==> src/rtl/multi_ff_pkg.sv <==
// Shared definitions for the multi-channel gated flop reduction block.
package multi_ff_pkg;

    localparam int unsigned MODE_W = 2;

    localparam logic [MODE_W-1:0] MODE_AND   = 2'b00;
    localparam logic [MODE_W-1:0] MODE_OR    = 2'b01;
    localparam logic [MODE_W-1:0] MODE_XOR   = 2'b10;
    localparam logic [MODE_W-1:0] MODE_PASS0 = 2'b11;

endpackage

==> src/rtl/ff_chain.sv <==
// DEPTH-stage register chain: stage 0 loads d when load=1 (else holds),
// later stages shift; the whole chain advances only when en=1.
module ff_chain #(
    parameter int unsigned WIDTH = 1,
    parameter int unsigned DEPTH = 1
) (
    input  logic             clk,
    input  logic             rst,
    input  logic             en,
    input  logic             load,
    input  logic [WIDTH-1:0] d,
    output logic [WIDTH-1:0] q
);

    logic [DEPTH-1:0][WIDTH-1:0] stage_q;
    logic [DEPTH-1:0][WIDTH-1:0] stage_d;

    always_comb begin
        stage_d    = stage_q;
        stage_d[0] = load ? d : stage_q[0];
        for (int k = 1; k < int'(DEPTH); k++) begin
            stage_d[k] = stage_q[k-1];
        end
    end

    // Reset wins over en; en=0 freezes every stage.
    always_ff @(posedge clk) begin
        if (rst) begin
            stage_q <= '0;
        end else if (en) begin
            stage_q <= stage_d;
        end
    end

    assign q = stage_q[DEPTH-1];

endmodule

==> src/rtl/multi_ff_reduce.sv <==
// N gated register chains merged by a runtime-selectable bitwise reduction
// into one registered, valid-qualified result.
module multi_ff_reduce
    import multi_ff_pkg::*;
#(
    parameter int unsigned CHANNELS = 2,
    parameter int unsigned WIDTH    = 1,
    parameter int unsigned DEPTH    = 1
) (
    input  logic                      clk,
    input  logic                      rst,
    input  logic                      en,
    input  logic [CHANNELS-1:0]       ch_en,
    input  logic [CHANNELS*WIDTH-1:0] d,
    input  logic                      in_valid,
    input  logic [MODE_W-1:0]         mode,
    output logic [CHANNELS*WIDTH-1:0] ch_q,
    output logic [WIDTH-1:0]          q,
    output logic                      q_valid
);

    logic             v_last;
    logic [WIDTH-1:0] red_and;
    logic [WIDTH-1:0] red_or;
    logic [WIDTH-1:0] red_xor;
    logic [WIDTH-1:0] q_d;
    logic [WIDTH-1:0] q_q;
    logic             q_valid_q;

    for (genvar i = 0; i < int'(CHANNELS); i++) begin : g_chan
        ff_chain #(
            .WIDTH (WIDTH),
            .DEPTH (DEPTH)
        ) u_chain (
            .clk  (clk),
            .rst  (rst),
            .en   (en),
            .load (ch_en[i]),
            .d    (d[i*WIDTH +: WIDTH]),
            .q    (ch_q[i*WIDTH +: WIDTH])
        );
    end

    // Valid travels in lock-step with data, independent of ch_en.
    ff_chain #(
        .WIDTH (1),
        .DEPTH (DEPTH)
    ) u_valid (
        .clk  (clk),
        .rst  (rst),
        .en   (en),
        .load (1'b1),
        .d    (in_valid),
        .q    (v_last)
    );

    always_comb begin
        red_and = '1;
        red_or  = '0;
        red_xor = '0;
        q_d     = '0;
        for (int i = 0; i < int'(CHANNELS); i++) begin
            red_and = red_and & ch_q[i*WIDTH +: WIDTH];
            red_or  = red_or  | ch_q[i*WIDTH +: WIDTH];
            red_xor = red_xor ^ ch_q[i*WIDTH +: WIDTH];
        end
        case (mode)
            MODE_AND:   q_d = red_and;
            MODE_OR:    q_d = red_or;
            MODE_XOR:   q_d = red_xor;
            MODE_PASS0: q_d = ch_q[WIDTH-1:0];
            default:    q_d = ch_q[WIDTH-1:0];
        endcase
    end

    always_ff @(posedge clk) begin
        if (rst) begin
            q_q       <= '0;
            q_valid_q <= 1'b0;
        end else if (en) begin
            q_q       <= q_d;
            q_valid_q <= v_last;
        end
    end

    assign q       = q_q;
    assign q_valid = q_valid_q;

endmodule

==> config.mk <==
export PLATFORM = sky130hd
export DESIGN_NAME = multi_ff_reduce
export DESIGN_NICKNAME = d
export VERILOG_FILES = /design/src/rtl/multi_ff_pkg.sv /design/src/rtl/ff_chain.sv /design/src/rtl/multi_ff_reduce.sv
export SDC_FILE = /design/constraint.sdc
export NUM_CORES = 1
export LEC_CHECK = 0
export CELL_PAD_IN_SITES_DETAIL_PLACEMENT = 1
export CELL_PAD_IN_SITES_GLOBAL_PLACEMENT = 1
export CORE_AREA = 5 5 42 44
export CTS_BUF_LIST = sky130_fd_sc_hd__clkbuf_2 sky130_fd_sc_hd__clkbuf_4 sky130_fd_sc_hd__clkbuf_8
export CTS_CLUSTER_DIAMETER = 30
export DETAILED_ROUTE_END_ITERATION = 6
export DIE_AREA = 0 0 47 49
export PLACE_DENSITY = 0.69
export SETUP_SLACK_MARGIN = 0.1
export SLEW_MARGIN = 20
export SYNTH_ARGS = -nofsm -noshare
export SYNTH_HDL_FRONTEND = slang
export SYNTH_SLANG_ARGS = --single-unit
==> constraint.sdc <==
create_clock -name clk -period 1.53 [get_ports clk]
set_input_delay 0.306 -clock clk [delete_from_list [all_inputs] [get_ports clk]]
set_output_delay 0.306 -clock clk [all_outputs]
set_load 0.02 [all_outputs]
==> results of run 1 <==
==> flip-flops by register name, summed over array words and instances (netlist names) <==
name and cells:
u_valid.q 1, q_valid 1, q 1, g_chan.u_chain.q 2
==> per-stage QoR <==
stage          utilization (%)  area (um^2)  hold WS (ns)  std cells
4_1_cts                   31.5          442         0.506         64
3_3_place_gp              29.7          417         0.482         60
5_1_grt                   31.5          442         0.544         64
6_report                  31.5          442         0.492         64
2_1_floorplan                -          278         0.375         32
3_5_place_dp              29.7          417         0.495         60
==> power breakdown <==
part,switching (uW),internal (uW),total (uW)
registers,4.37,137,141
logic,25.1,37.9,63.0
clock network,54.7,116,171
==> Yosys cell counts <==
cell type	n
dfxtp_1	5
nand2_1	5
mux2i_1	4
inv_1	3
a21oi_1	2
buf_4	2
ha_1	2
nand3_1	2
nor2_1	2
nor3b_1	2
a211o_1	1
buf_6	1
nor3_1	1
==> worst paths after layout <==
| check | startpoint | to | slack, ns |
|---|---|---|---|
| setup / recovery | g_chan[0].u_chain.q | q | 0.22 |
| hold / removal | q_valid | q_valid | 0.49 |
| setup reg to reg | g_chan[0].u_chain.q | q | 0.22 |
| hold reg to reg | q_valid | q_valid | 0.49 |
==> tightest hold or removal path, stage by stage, from the launching register on <==
cell and delay [ns]:
dfxtp_1 0.32, mux2i_1 0.06, nor2_1 0.08
==> layout make-up <==
cell class / count / share of cell area (%)
sequential: 5 / 22.7
tap: 16 / 4.53
clock buffer: 4 / 6.80
timing repair buffer: 15 / 31.7
inverter: 3 / 2.55
multi-input combinational: 21 / 31.7
==> cell families after synthesis <==
kind of cell / share of synthesized area, %
AOI/OAI and AO/OA: 6.76
DFF: 36.0
adders and majority gates: 9.01
muxes: 14.4
and+or+nand+nor: 20.3
buffers and inverters: 13.5
==> per-layer routing <==
layer	vias to the layer above	global-route usage [%]	part of all wire, %
met5	-	0	0
met4	0	4.15	2.7
met3	2	2.95	11
met2	12	9.50	42
met1	115	7.96	44
li1	136	-	-
==> timing repair <==
item | 4_1_cts | 5_1_grt
gates resized for setup | 4 | 0
buffers inserted | 0 | 0
setup endpoints to repair | 4 | 0
==> reports/metrics.yaml, run 1 <==
power_and_ir_drop:
  p_total_uw: 375
  p_leak_uw: 0.000208
  p_per_area_mw_per_mm2: 849
  peakVddDrop_uv: 377
finish:
  diodes: 0
  seq_area_um2: 100
  final_cell_mix: "9 x clkdlybuf4s50_1, 5 x nand2_1, 5 x dfxtp_1"
  fin_nets: 61
  drive_above_1_share_pct: 12.5
  multi_input_area_um2: 140
  area_delta_synth_final_pct: 59.0
  mostFrequentLayoutCell: "clkdlybuf4s50_1"
  nFillCells: 180
global_route:
  globalRouteOverflowTotal: 0
  grt_pass1_vias: 281
  grt_pass1_wl_mm: 1.10
  antenna_found_initial: 0
  track_usage_pct: 6.70
  grt_max_degree: 7
sta:
  skew_ns: 0.00187
  period_needed_ns: 1.31
  finalHoldViolCount: 0
  setup_violations: 0
  max_clock_freq_mhz: 762
  drv_slew: 0
  grt_setup_unrepaired: "no"
  finalSetupTns_ns: 0
  relSlewSlack_pct: 85.7
  post-route-period-util_pct: 85.7
  fin_ws_ns: 0.218
  worstMarginPinSlew_ns: 0.216
worst_setup_path:
  path_buf_inv: 1
  slowest_delay_ns: 0.39
  cp_num_cells: 5
  path_class: "register to register"
  cp-start-kind: "register"
  crit_family: "flip-flops"
  crit_chain: "inv_1, ha_1, mux2i_1, nor3_1, a211o_1"
  cp.arrival_ns: 1.44
  required_ns: 1.66
  critPathSlowestCell: "dfxtp_1"
  reg2reg_depth: 5
  cp-end-kind: "register"
  cp_max_fo: 5
floorplan:
  die_area_mm2: 0.00230
  core_mm2: 0.00140
  die_width_um: 47
  die_y_um: 49
  rows: 14
  ios: 14
  initial_utilization_pct: 19.8
place:
  dp_slack_ns: 0.0598
  io_buffers: 13
  gp_congestion: 0.641
  dp_hpwl_um: 549
flow_run:
  cap_violations: 0
detailed_routing:
  vias: 265
  vias_per_cell: 4.14
  ant_nets: 0
  route.detailed.drc: 0
  dr.pass1.iters: 1
  wl_per_cell_um: 9.97
  drt_wl_total_um: 638
  drtIter0Drc: 0
yosys:
  synth_area_per_cell_um2: 8.68
  ys_seq_area_share_pct: 36.0
  synth_top_area_share_pct: 36.0
  yosys-top-cells-area: "dfxtp_1 36%, mux2i_1 14%, ha_1 9.0%, nand2_1 6.8%, buf_4 5.4%"
  syn_nets: 44
  yosysWarnings: 0
  synth_seq_cells: 5
  yosysTopAreaCell: "dfxtp_1"
  syn_inst: 32
  ys_types: 13
  synth_area_um2: 278
worst_hold_path:
  hold_path_depth: 2
  hold_class: "register to register"
cts:
  cts_tree: "yes"
  cts-root-buf: "clkbuf_4"
  hold_buffers: 0
  insertion_delay_ns: 0.24
  clkTransAtPathRegs_ns: 0.05
  clock_sinks: 5
  cts_htree_levels: 1
  cts_buffer_depth: 2
  cts_inserted_buffers: 3
outcome:
  status: "finished, final reports clean"
Power figures use the tool's default switching activity.
==> inputs of run 2 (changes only) <==
--- a/config.mk
+++ b/config.mk
@@ -18,3 +18,4 @@
 export SYNTH_ARGS = -nofsm -noshare
 export SYNTH_HDL_FRONTEND = slang
 export SYNTH_SLANG_ARGS = --single-unit
+export TNS_END_PERCENT = 5
==> results of run 2 <==
The final DEF is identical to that of run 1; final timing and power are the same.
==> inputs of run 3 (changes only) <==
--- a/config.mk
+++ b/config.mk
@@ -8,13 +8,12 @@
 export CELL_PAD_IN_SITES_DETAIL_PLACEMENT = 1
 export CELL_PAD_IN_SITES_GLOBAL_PLACEMENT = 1
 export CORE_AREA = 5 5 42 44
-export CTS_BUF_LIST = sky130_fd_sc_hd__clkbuf_2 sky130_fd_sc_hd__clkbuf_4 sky130_fd_sc_hd__clkbuf_8
+export CTS_BUF_LIST = sky130_fd_sc_hd__clkbuf_16
 export CTS_CLUSTER_DIAMETER = 30
 export DETAILED_ROUTE_END_ITERATION = 6
 export DIE_AREA = 0 0 47 49
 export PLACE_DENSITY = 0.69
 export SETUP_SLACK_MARGIN = 0.1
-export SLEW_MARGIN = 20
 export SYNTH_ARGS = -nofsm -noshare
 export SYNTH_HDL_FRONTEND = slang
 export SYNTH_SLANG_ARGS = --single-unit
==> run 3 against run 2 <==
Effect of this change: cell count did not move; core utilization rose by 3.5 points; clock power increased by 150%; maximum frequency grew 0.29%; non-clock buffer count unchanged; wire length is 7.1% higher; via count did not move; sequential cell count stayed put; register-to-register slack barely moved; cell area grew 11%; largest power group unchanged; first-iteration DRC count is the same.
==> reports/metrics.yaml, run 3 (synthesis gave the netlist of run 1 again) <==
cts:
  cts_htree_levels: 1  # unchanged
  insertion_delay_ns: 0.23  # about the same
  cts_buffer_depth: 2  # unchanged
  cts_inserted_buffers: 3  # unchanged
  hold_buffers: 0  # unchanged
  cts-root-buf: "clkbuf_16"
  clkTransAtPathRegs_ns: 0.03  # -0.02 ns
  cts_tree: "yes"
  clock_sinks: 5  # unchanged
worst_setup_path:
  crit_start: "g_chan[0].u_chain.q"
  path_class: "register to register"
  endpoint: "q"
  cp-end-kind: "register"
  cp_max_fo: 5  # unchanged
  r2r_slack_ns: 0.22  # about the same
  cp-start-kind: "register"
  reg2reg_depth: 5  # unchanged
  required_ns: 1.64  # -0.02 ns
  cp.arrival_ns: 1.42  # -0.02 ns
  r2r-start: "g_chan[0].u_chain.q"
  r2r_end: "q"
detailed_routing:
  route.detailed.drc: 0  # unchanged
  vias_per_cell: 4.14  # unchanged
  vias: 265  # unchanged
  ant_nets: 0  # unchanged
  dr.pass1.iters: 1  # unchanged
  wl_per_cell_um: 10.7  # +7.1%
  drtIter0Drc: 0  # unchanged
  drt_wl_total_um: 683  # +7.1%
floorplan:
  rows: 14  # unchanged
  die_width_um: 47  # unchanged
  ios: 14  # unchanged
  die_y_um: 49  # unchanged
  die_area_mm2: 0.00230  # unchanged
  core_mm2: 0.00140  # unchanged
  initial_utilization_pct: 19.8  # unchanged
sta:
  drv_slew: 0  # unchanged
  worstMarginPinSlew_ns: 0.216  # +0.000000238 ns
  period_needed_ns: 1.31  # -0.00379 ns
  finalSetupTns_ns: 0  # unchanged
  setup_violations: 0  # unchanged
  relSlewSlack_pct: 85.7  # unchanged
  skew_ns: 0.000105  # -0.00176 ns
  grt_setup_unrepaired: "no"
  finalHoldViolCount: 0  # unchanged
  max_clock_freq_mhz: 765  # +0.29%
  post-route-period-util_pct: 85.5  # -0.25 points
power_and_ir_drop:
  peakVddDrop_uv: 543  # +44%
  p_leak_uw: 0.000232  # +11%
  p_per_area_mw_per_mm2: 1290  # +52%
finish:
  area_delta_synth_final_pct: 76.6
  diodes: 0  # unchanged
  mostFrequentLayoutCell: "clkdlybuf4s50_1"
  fin_nets: 61  # unchanged
  final_cell_mix: "9 x clkdlybuf4s50_1, 5 x nand2_1, 5 x dfxtp_1"
  largest_reg_flops: 2  # unchanged
  final_area_um2: 490  # +11%
  final_cells: 64  # unchanged
  drive_above_1_share_pct: 10.4  # -2.1 points
  fin_util_pct: 35.0  # +3.5 points
outcome:
  status: "finished, final reports clean"
place:
  io_buffers: 13  # unchanged
  dp_hpwl_um: 549  # unchanged
  place_area_um2: 417  # unchanged
  gp_congestion: 0.641  # unchanged
  place_inst: 60  # unchanged
global_route:
  antenna_found_initial: 0  # unchanged
  grt_pass1_vias: 293  # +4.3%
  globalRouteOverflowTotal: 0  # unchanged
  track_usage_pct: 7.34  # +0.64 points
  grt_max_degree: 7  # unchanged
  grt_pass1_wl_mm: 1.15  # +4.3%
flow_run:
  cap_violations: 0  # unchanged
worst_hold_path:
  hold_class: "register to register"
==> run 3: cell type report <==
cell class	instances	area [um^2]
fillers	174	911
multi-input cells	21	140
repair buffers	15	140
flip-flops and latches	5	100
clock buffers	3	75.1
well taps	16	20.0
inverters	3	11.3
clock inverters	1	3.75
==> run 3: how the worst min path moves through the flow <==
stage                    from                   to  slack (ns)  depth (start not counted)
floorplan                 rst  g_chan[0].u_chain.q        0.38                          1
global placement    u_valid.q            u_valid.q        0.48                          2
detailed placement    q_valid              q_valid        0.50                          2
CTS                   q_valid              q_valid        0.50                          2
global route          q_valid              q_valid        0.54                          2
finish                q_valid              q_valid        0.49                          2
==> run 3: metrics by stage <==
stage                     total power, uW  hold WS, ns  setup WS, ns
after global routing                  655        0.540         0.116
final                                 632        0.490         0.222
after floorplan                       172        0.375         0.310
after global placement                209        0.482        0.0850
after CTS                             638        0.503         0.180
after detailed placement              211        0.495        0.0598
==> run 3: layer usage <==
metal | GRT usage [%] | up-vias | wire length (um)
met5 | 0 | - | 0
met4 | 5.53 | 0 | 17
met3 | 4.06 | 2 | 83
met2 | 9.73 | 12 | 292
met1 | 8.41 | 115 | 289
li1 | - | 136 | -
==> run 3: power breakdown <==
| part | switching (uW) | total [uW] | internal, uW |
|---|---|---|---|
| Clock | 88.6 | 427 | 339 |
| Sequential | 4.41 | 141 | 137 |
| Combinational | 25.2 | 63.2 | 37.9 |
==> run 3: repair_timing <==
action                                  CTS  global route
setup buffers                             0             0
endpoints found under the setup margin    4             0
hold endpoints to repair                  0             0
gates resized for setup                   4             0
==> run 3: critical path, stage by stage (launching register included) <==
cell,delay (ns)
dfxtp_1,0.39
inv_1,0.06
ha_1,0.29
mux2i_1,0.13
nor3_1,0.07
a211o_1,0.25
